===== config.mk =====
export PLATFORM = sky130hd
export DESIGN_NAME = instr_mem_bank_flat
export DESIGN_NICKNAME = d
export VERILOG_FILES = /design/src/rtl/instr_mem_bank_if.sv /design/src/rtl/instr_mem_bank.sv /design/src/flat_wrapper.sv
export SDC_FILE = /design/constraint.sdc
export NUM_CORES = 2
export LEC_CHECK = 0
export CAP_MARGIN = 5
export CORE_UTILIZATION = 31
export CTS_CLUSTER_SIZE = 40
export DETAILED_ROUTE_END_ITERATION = 12
export PLACE_DENSITY_LB_ADDON = 0.1
export SYNTH_ARGS = -nofsm -noshare
export SYNTH_HDL_FRONTEND = slang
export SYNTH_SLANG_ARGS = --single-unit
export TNS_END_PERCENT = 10

===== constraint.sdc =====
create_clock -name i_clk -period 3.2 [get_ports i_clk]
set_clock_uncertainty 0.15 [all_clocks]
set_input_delay 0.32 -clock i_clk [delete_from_list [all_inputs] [get_ports i_clk]]
set_output_delay 0.32 -clock i_clk [all_outputs]
set_load 0.02 [all_outputs]

===== src/rtl/instr_mem_bank_if.sv =====
// Loader / fetch bus of the instruction memory bank.
// master: the loader and fetch unit driving the bank; slave: the bank itself.
interface instr_mem_bank_if #(
    parameter int DATA_WIDTH = 32,
    parameter int ADDR_WIDTH = 6
);
    logic                  i_load_start;
    logic                  i_load_valid;
    logic [DATA_WIDTH-1:0] i_load_data;
    logic                  i_load_last;
    logic                  o_load_ready;
    logic                  o_load_done;
    logic [ADDR_WIDTH:0]   o_load_count;
    logic                  i_fetch_en;
    logic [ADDR_WIDTH-1:0] i_fetch_addr;
    logic [DATA_WIDTH-1:0] o_instr;
    logic                  o_instr_valid;
    logic                  o_busy;

    modport master (
        output i_load_start, i_load_valid, i_load_data, i_load_last,
        output i_fetch_en, i_fetch_addr,
        input  o_load_ready, o_load_done, o_load_count,
        input  o_instr, o_instr_valid, o_busy
    );

    modport slave (
        input  i_load_start, i_load_valid, i_load_data, i_load_last,
        input  i_fetch_en, i_fetch_addr,
        output o_load_ready, o_load_done, o_load_count,
        output o_instr, o_instr_valid, o_busy
    );
endinterface


===== src/rtl/instr_mem_bank.sv =====
// Instruction memory bank: sequential program load from address 0, then
// single-cycle-latency registered instruction fetch.
// Optional feature macro INSTR_MEM_PARITY_EN adds a per-word even-parity bit,
// a parity-inject input and a parity-error output.
module instr_mem_bank #(
    parameter int DATA_WIDTH = 32,
    parameter int ADDR_WIDTH = 6,
    parameter int RAM_DEPTH  = 1 << ADDR_WIDTH
) (
    input  logic i_clk,
    input  logic i_rst_n,
    instr_mem_bank_if.slave bus
`ifdef INSTR_MEM_PARITY_EN
    ,
    input  logic i_par_inject,
    output logic o_par_err
`endif
);

    typedef enum logic [1:0] {
        IDLE = 2'd0,
        LOAD = 2'd1,
        DONE = 2'd2,
        RUN  = 2'd3
    } state_t;

    localparam logic [ADDR_WIDTH:0] DEPTH_CNT = (ADDR_WIDTH+1)'(RAM_DEPTH);

    state_t                state_q, state_d;
    logic [ADDR_WIDTH:0]   cnt_q;
    logic [ADDR_WIDTH:0]   cnt_inc;
    logic [DATA_WIDTH-1:0] instr_q;
    logic                  instr_vld_q;
    logic                  cnt_clr;
    logic                  wr_en;
    logic                  fetch_acc;

    // Storage is deliberately not reset; a reset only abandons the load.
    logic [DATA_WIDTH-1:0] mem [RAM_DEPTH];

    // The load count doubles as the write pointer.
    assign cnt_inc = cnt_q + 1'b1;

    // Next state and per-cycle controls; a load start in RUN beats a fetch.
    always_comb begin
        state_d   = state_q;
        cnt_clr   = 1'b0;
        wr_en     = 1'b0;
        fetch_acc = 1'b0;
        case (state_q)
            IDLE: begin
                if (bus.i_load_start) begin
                    state_d = LOAD;
                    cnt_clr = 1'b1;
                end
            end
            LOAD: begin
                if (bus.i_load_valid) begin
                    wr_en = 1'b1;
                    if (bus.i_load_last || (cnt_inc == DEPTH_CNT))
                        state_d = DONE;
                end
            end
            DONE: state_d = RUN;
            RUN: begin
                if (bus.i_load_start) begin
                    state_d = LOAD;
                    cnt_clr = 1'b1;
                end else if (bus.i_fetch_en) begin
                    fetch_acc = 1'b1;
                end
            end
            default: state_d = IDLE;
        endcase
    end

    // State register.
    always_ff @(posedge i_clk or negedge i_rst_n) begin
        if (!i_rst_n) state_q <= IDLE;
        else          state_q <= state_d;
    end

    // Load counter / write pointer.
    always_ff @(posedge i_clk or negedge i_rst_n) begin
        if (!i_rst_n)     cnt_q <= '0;
        else if (cnt_clr) cnt_q <= '0;
        else if (wr_en)   cnt_q <= cnt_inc;
    end

    // Memory write port.
    always_ff @(posedge i_clk) begin
        if (wr_en) mem[cnt_q[ADDR_WIDTH-1:0]] <= bus.i_load_data;
    end

    // Registered fetch; o_instr holds its value between accepted fetches.
    always_ff @(posedge i_clk or negedge i_rst_n) begin
        if (!i_rst_n) begin
            instr_q     <= '0;
            instr_vld_q <= 1'b0;
        end else begin
            instr_vld_q <= fetch_acc;
            if (fetch_acc) instr_q <= mem[bus.i_fetch_addr];
        end
    end

`ifdef INSTR_MEM_PARITY_EN
    logic par_mem [RAM_DEPTH];
    logic par_err_q;

    // Parity write port; inject stores the inverted even-parity bit.
    always_ff @(posedge i_clk) begin
        if (wr_en) par_mem[cnt_q[ADDR_WIDTH-1:0]] <= (^bus.i_load_data) ^ i_par_inject;
    end

    // Parity check alongside the fetched word; low whenever no fetch was taken.
    always_ff @(posedge i_clk or negedge i_rst_n) begin
        if (!i_rst_n)       par_err_q <= 1'b0;
        else if (fetch_acc) par_err_q <= (^mem[bus.i_fetch_addr]) ^ par_mem[bus.i_fetch_addr];
        else                par_err_q <= 1'b0;
    end

    assign o_par_err = par_err_q;
`endif

    assign bus.o_load_ready  = (state_q == LOAD);
    assign bus.o_load_done   = (state_q == DONE);
    assign bus.o_busy        = (state_q != RUN);
    assign bus.o_load_count  = cnt_q;
    assign bus.o_instr       = instr_q;
    assign bus.o_instr_valid = instr_vld_q;

endmodule


===== src/flat_wrapper.sv =====
// flat-port wrapper written by rule: the top's interface ports become plain ports
module instr_mem_bank_flat 
#(
    parameter int DATA_WIDTH = 32,
    parameter int ADDR_WIDTH = 6,
    parameter int RAM_DEPTH  = 1 << ADDR_WIDTH
)
  (i_clk, i_rst_n, bus_i_load_start, bus_i_load_valid, bus_i_load_data, bus_i_load_last, bus_i_fetch_en, bus_i_fetch_addr, bus_o_load_ready, bus_o_load_done, bus_o_load_count, bus_o_instr, bus_o_instr_valid, bus_o_busy);
  instr_mem_bank_if #(.DATA_WIDTH(DATA_WIDTH), .ADDR_WIDTH(ADDR_WIDTH)) bus_i ();
  input  logic i_clk;
  input  logic i_rst_n;
  input wire logic [$bits(bus_i.i_load_start)-1:0] bus_i_load_start;
  input wire logic [$bits(bus_i.i_load_valid)-1:0] bus_i_load_valid;
  input wire logic [$bits(bus_i.i_load_data)-1:0] bus_i_load_data;
  input wire logic [$bits(bus_i.i_load_last)-1:0] bus_i_load_last;
  input wire logic [$bits(bus_i.i_fetch_en)-1:0] bus_i_fetch_en;
  input wire logic [$bits(bus_i.i_fetch_addr)-1:0] bus_i_fetch_addr;
  output wire logic [$bits(bus_i.o_load_ready)-1:0] bus_o_load_ready;
  output wire logic [$bits(bus_i.o_load_done)-1:0] bus_o_load_done;
  output wire logic [$bits(bus_i.o_load_count)-1:0] bus_o_load_count;
  output wire logic [$bits(bus_i.o_instr)-1:0] bus_o_instr;
  output wire logic [$bits(bus_i.o_instr_valid)-1:0] bus_o_instr_valid;
  output wire logic [$bits(bus_i.o_busy)-1:0] bus_o_busy;
  assign bus_i.i_load_start = bus_i_load_start;
  assign bus_i.i_load_valid = bus_i_load_valid;
  assign bus_i.i_load_data = bus_i_load_data;
  assign bus_i.i_load_last = bus_i_load_last;
  assign bus_i.i_fetch_en = bus_i_fetch_en;
  assign bus_i.i_fetch_addr = bus_i_fetch_addr;
  assign bus_o_load_ready = bus_i.o_load_ready;
  assign bus_o_load_done = bus_i.o_load_done;
  assign bus_o_load_count = bus_i.o_load_count;
  assign bus_o_instr = bus_i.o_instr;
  assign bus_o_instr_valid = bus_i.o_instr_valid;
  assign bus_o_busy = bus_i.o_busy;
  instr_mem_bank #(.DATA_WIDTH(DATA_WIDTH), .ADDR_WIDTH(ADDR_WIDTH), .RAM_DEPTH(RAM_DEPTH)) u_core (.i_clk(i_clk), .i_rst_n(i_rst_n), .bus(bus_i));
endmodule

==> reports/metrics.sh <==
SWITCHING_SHARE_PCT=23.3
DIE_AREA_UM2=261000
HOLD_PATH_CLASS='in2reg'
RUN_STATUS='complete, no violations'
PORT_BUFFERS=86
LAYOUTNONFILLERINSTCOUNT=7886
FINAL.PERIOD_UTILIZATION_PCT=87.2
POWER-PER-CELL-AREA_nW_PER_UM2=629
DETAIL_ROUTE.FIRST_PASS.ITERATIONS=5
WORST_R2R_STARTPOINT='u_core.state_q[1]'
SYNTHESIS.INSTANCES=3774
HPWL_UM=145000
RSZ0062_AT_GRT='false'
TIMING_HOLD_VIOLATIONS_FINAL=0
CORE_OUTLINE_AREA_UM2=257000
POSTROUTEANTENNANETS=0
YS_SEQ_ELEMENTS=2090
NNETSFINAL=4351
GR-TOTAL-OVERFLOW=0
SEQ_AREA_FRAC_SYNTH_PCT=78.0
DRIVE_ABOVE_1_SHARE_PCT=26.3
TIMING.FINAL.MAX_SLEW_VIOLATIONS=0
DRTITER0DRC=3329
INITIAL_UTILIZATION_PCT=31.2
CAP_VIOL_MAX_COUNT=0
CRITPATHCAPTURETYPE='register'
YOSYS_WARNINGS=0
GP_CONGESTION=0.780
VIAS_IN_THE_FIRST_GLOBAL_ROUTE=40700
WORST_PIN_SLEW_NS=1.22
HTREE_NUM_LEVELS=4
MIN_FROM='bus_i_load_data[30]'
AREA.SEQUENTIAL_UM2=62600
GRT_START_MAX_NET_PINS=89
TRITONCTS='done'
CRITICAL_PATH.STARTPOINT_TYPE='input port'
WORST_SETUP_HOLD_PATH_CLK_SLEW_NS=0.06
ROOT_DRIVER='clkbuf_16'
CP_DATA_ARRIVAL_TIME_NS=3.36
IO_PINS=87
LAYOUT.FILLER_CELLS=23600
COMB_POWER_SHARE_PCT=7.7
HOLD-PATH-CELL-COUNT=2
MAX-CLOCK-PATH-BUFFERS=3
SYNTHESIS.AREA_PER_INSTANCE_UM2=21.2
SETUP-VIOLATIONS-FINAL=0
ROW_COUNT=186
TIMING.CRITICAL_PATH.FROM='bus_i_fetch_addr[0]'
MAPPEDNETLISTAREA_UM2=80200
FMAX_GHz=0.359
FF2FF_PATH_DEPTH=7
WORST-ENDPOINT-REQUIRED_NS=3.77
FINAL.MIN_CLOCK_PERIOD_NS=2.79
TIMING.SLEW.HEADROOM_PCT=18.8
POWER_REPORT.INTERNAL_TOTAL_W=0.0466
PREDOMINANT_POST_SYNTHESIS_FLOP_CELL='edfxtp_1'
WL_PER_CELL_UM=30.5
POSTSYNTHNETCOUNT=3823
PEAKVDDDROP_uV=495
CTS-BUFFERS-INSERTED=226
POST-CTS-SETUP-BUFFER-COUNT=0
NUMBER_OF_ANTENNA_VIOLATIONS_AT_THE_FIRST_CHECK_IN_GLOBAL_ROUTING=13
MAIN_COMBINATIONAL_CELL_FAMILY_BY_AREA_AFTER_SYNTHESIS='multiplexers'
SYNTH-ADDER-AREA-SHARE_PCT=0.0781
CRIT_PATH_MAX_FANOUT=29
VIAS=39500
LAYOUT-AREA-OVERHEAD-VS-SYNTH_PCT=20.7
WORSTSETUPPATHTYPE='in2reg'
STATIC-LEAKAGE-POWER_nW=31.3
MEAN_NUMBER_OF_VIAS_PER_CELL=5.01
YOSYS.AREA_SHARE.XOR_XNOR_PCT=0.0437
MULTI_INPUT_AREA_UM2=17000
SYNTH_CELL_TYPES=41
DRC_ERRORS=0
WORST_SKEW_PAIR.LATE_LATENCY_NS=0.85
DETAILEDPLACE.WORSTSLACK_NS=-0.613
CTS_SINK_COUNT=2090
SYNTH_COMPOUND_GATE_AREA_SHARE_PCT=4.28
GRT_FIRST_PASS_WIRELENGTH_UM=334000
DIE_HEIGHT_UM=510
WL_UM=240000
NUMBER_OF_SYNTHESIZED_FLOPS_WITH_AN_ENABLE_PIN=2048
PLACE_INST=7428
POST_SYNTHESIS_ASYNC_SET_OR_RESET_FLOP_SHARE_PCT=2.01
GLOBAL_ROUTE.USAGE.TOTAL_PCT=18.4
SYNTHSIMPLEGATEAREAFRAC_PCT=1.07
CLOCK_POWER_SHARE_PCT=41.5
POWER.SHARE.SEQUENTIAL_PCT=50.8
SYNTH.MUX.AREA_FRACTION_PCT=15.0
POST-ROUTE-WORST-SETUP-SLACK_NS=0.411
SWITCHING_POWER_W=0.0142
DIE_WIDTH_UM=510
INTERNAL_REG_TO_REG_SETUP_SLACK_NS=0.41
==> sequential cells by signal, summed over array words and instances (netlist names) <==
signal,flops
u_core.mem,2048
u_core.bus.o_instr,32
u_core.state_q,2
u_core.bus.o_instr_valid,1
u_core.bus.o_load_count,7
==> cells in the mapped netlist (4+ instances only) <==
master | n | area [um^2]
inv_1 | 6 | 22.5
mux2i_1 | 449 | 4490
mux2_2 | 27 | 304
nand3b_1 | 5 | 37.5
mux4_2 | 320 | 7210
dfrtp_1 | 42 | 1050
edfxtp_1 | 2048 | 61500
nor2b_1 | 36 | 225
buf_6 | 7 | 78.8
a2111oi_0 | 32 | 280
buf_1 | 18 | 67.6
a22oi_1 | 160 | 1200
mux2_1 | 5 | 56.3
o211ai_1 | 32 | 240
nor2_1 | 73 | 274
buf_12 | 4 | 80.1
a21oi_1 | 4 | 20.0
a221o_1 | 32 | 320
a31oi_1 | 33 | 206
nand2_1 | 12 | 45.0
o21ai_0 | 35 | 175
a22o_1 | 32 | 280
clkbuf_1 | 101 | 379
xor2_1 | 4 | 35.0
ha_1 | 5 | 62.6
buf_2 | 97 | 485
a211oi_1 | 64 | 480
nand3_1 | 38 | 190
o22ai_1 | 33 | 206
==> repair_timing <==
action	4_1_cts	5_1_grt
endpoints found under the hold margin	845	0
gates resized for setup	0	0
hold buffers	30	0
==> cell usage in the layout (no fill, tap or decap), types with 6 or more instances in the layout <==
master	instances
clkbuf_8	7
clkbuf_1	63
mux2_2	27
o22ai_1	33
o211ai_1	32
a22oi_1	160
inv_6	6
o21ai_0	35
a31oi_1	33
dlygate4sd3_1	29
buf_2	35
buf_4	282
nor2b_1	33
bufinv_16	14
a211oi_1	61
a221o_1	32
nor2_4	66
nand2_1	11
a2111oi_0	32
clkinv_2	31
clkbuf_16	228
inv_1	6
nor2_1	7
mux4_2	320
clkinv_1	62
dfrtp_1	42
nand3_1	38
a22o_1	32
edfxtp_1	2048
clkdlybuf4s50_1	48
buf_12	134
mux2i_1	449
==> worst max-delay path: stages <==
cell	delay (ns)
buf_8	0.21
buf_12	0.28
buf_4	0.25
and2_4	0.34
buf_12	0.24
a22o_1	0.18
a2111oi_0	0.08
a31oi_1	0.38
o211ai_1	0.52
a221o_1	0.49
==> path summary, 6_finish.rpt <==
kind | end
setup / recovery | u_core.bus.o_instr[6]
hold / removal | u_core.mem[29][30]
setup reg to reg | u_core.mem[63][22]
hold reg to reg | u_core.bus.o_load_count[6]
max in group asynchronous | u_core.bus.o_instr[3]
min in group asynchronous | u_core.bus.o_instr_valid
==> cells by family after synthesis <==
group                      after synthesis
AOI/OAI and AO/OA                      460
buffers and inverters                  237
DFF                                   2090
adders and majority gates                5
muxes                                  801
xor gates and xnor gates                 4
and+or+nand+nor                        177
==> routing by layer <==
layer	GRT usage (%)	up-vias	share of wire [%]
li1	-	17000	-
met1	25.2	21400	44
met2	31.0	781	49
met3	2.31	296	3.6
met4	4.74	2	2.5
met5	0	-	0.0033
==> power by group through the flow <==
stage,combinational [W],sequential (W),clock [W]
2_1_floorplan,0.00185,0.0314,0
3_3_place_gp,0.00475,0.0315,0
3_5_place_dp,0.00474,0.0315,0
4_1_cts,0.00478,0.0309,0.0259
5_1_grt,0.00494,0.0309,0.0269
6_report,0.00467,0.0309,0.0252
==> layout make-up <==
class	instances	area share [%]
inverter	6	0.0233
antenna	5	0.0129
tap	3384	4.38
sequential	2090	64.7
clock inverter	125	1.12
multi-input combinational	1447	17.6
clock buffer	298	6.24
timing repair buffer	531	5.99
==> through the flow <==
| step | area [um^2] | hold WS, ns | total power (W) | TNS [ns] | utilization [%] |
|---|---|---|---|---|---|
| CTS | 96700 | 0.00154 | 0.0617 | 0 | 37.6 |
| global placement | 89300 | 0.336 | 0.0363 | -8.29 | 34.8 |
| finish | 96700 | 0.00815 | 0.0608 | 0 | 37.6 |
| floorplan | 80200 | -0.126 | 0.0332 | -297.26 | - |
| global route | 96700 | 0.0187 | 0.0628 | 0 | 37.6 |
| detailed placement | 89300 | 0.310 | 0.0363 | -8.02 | 34.8 |
Note: power is estimated with default switching activity, not from simulation.
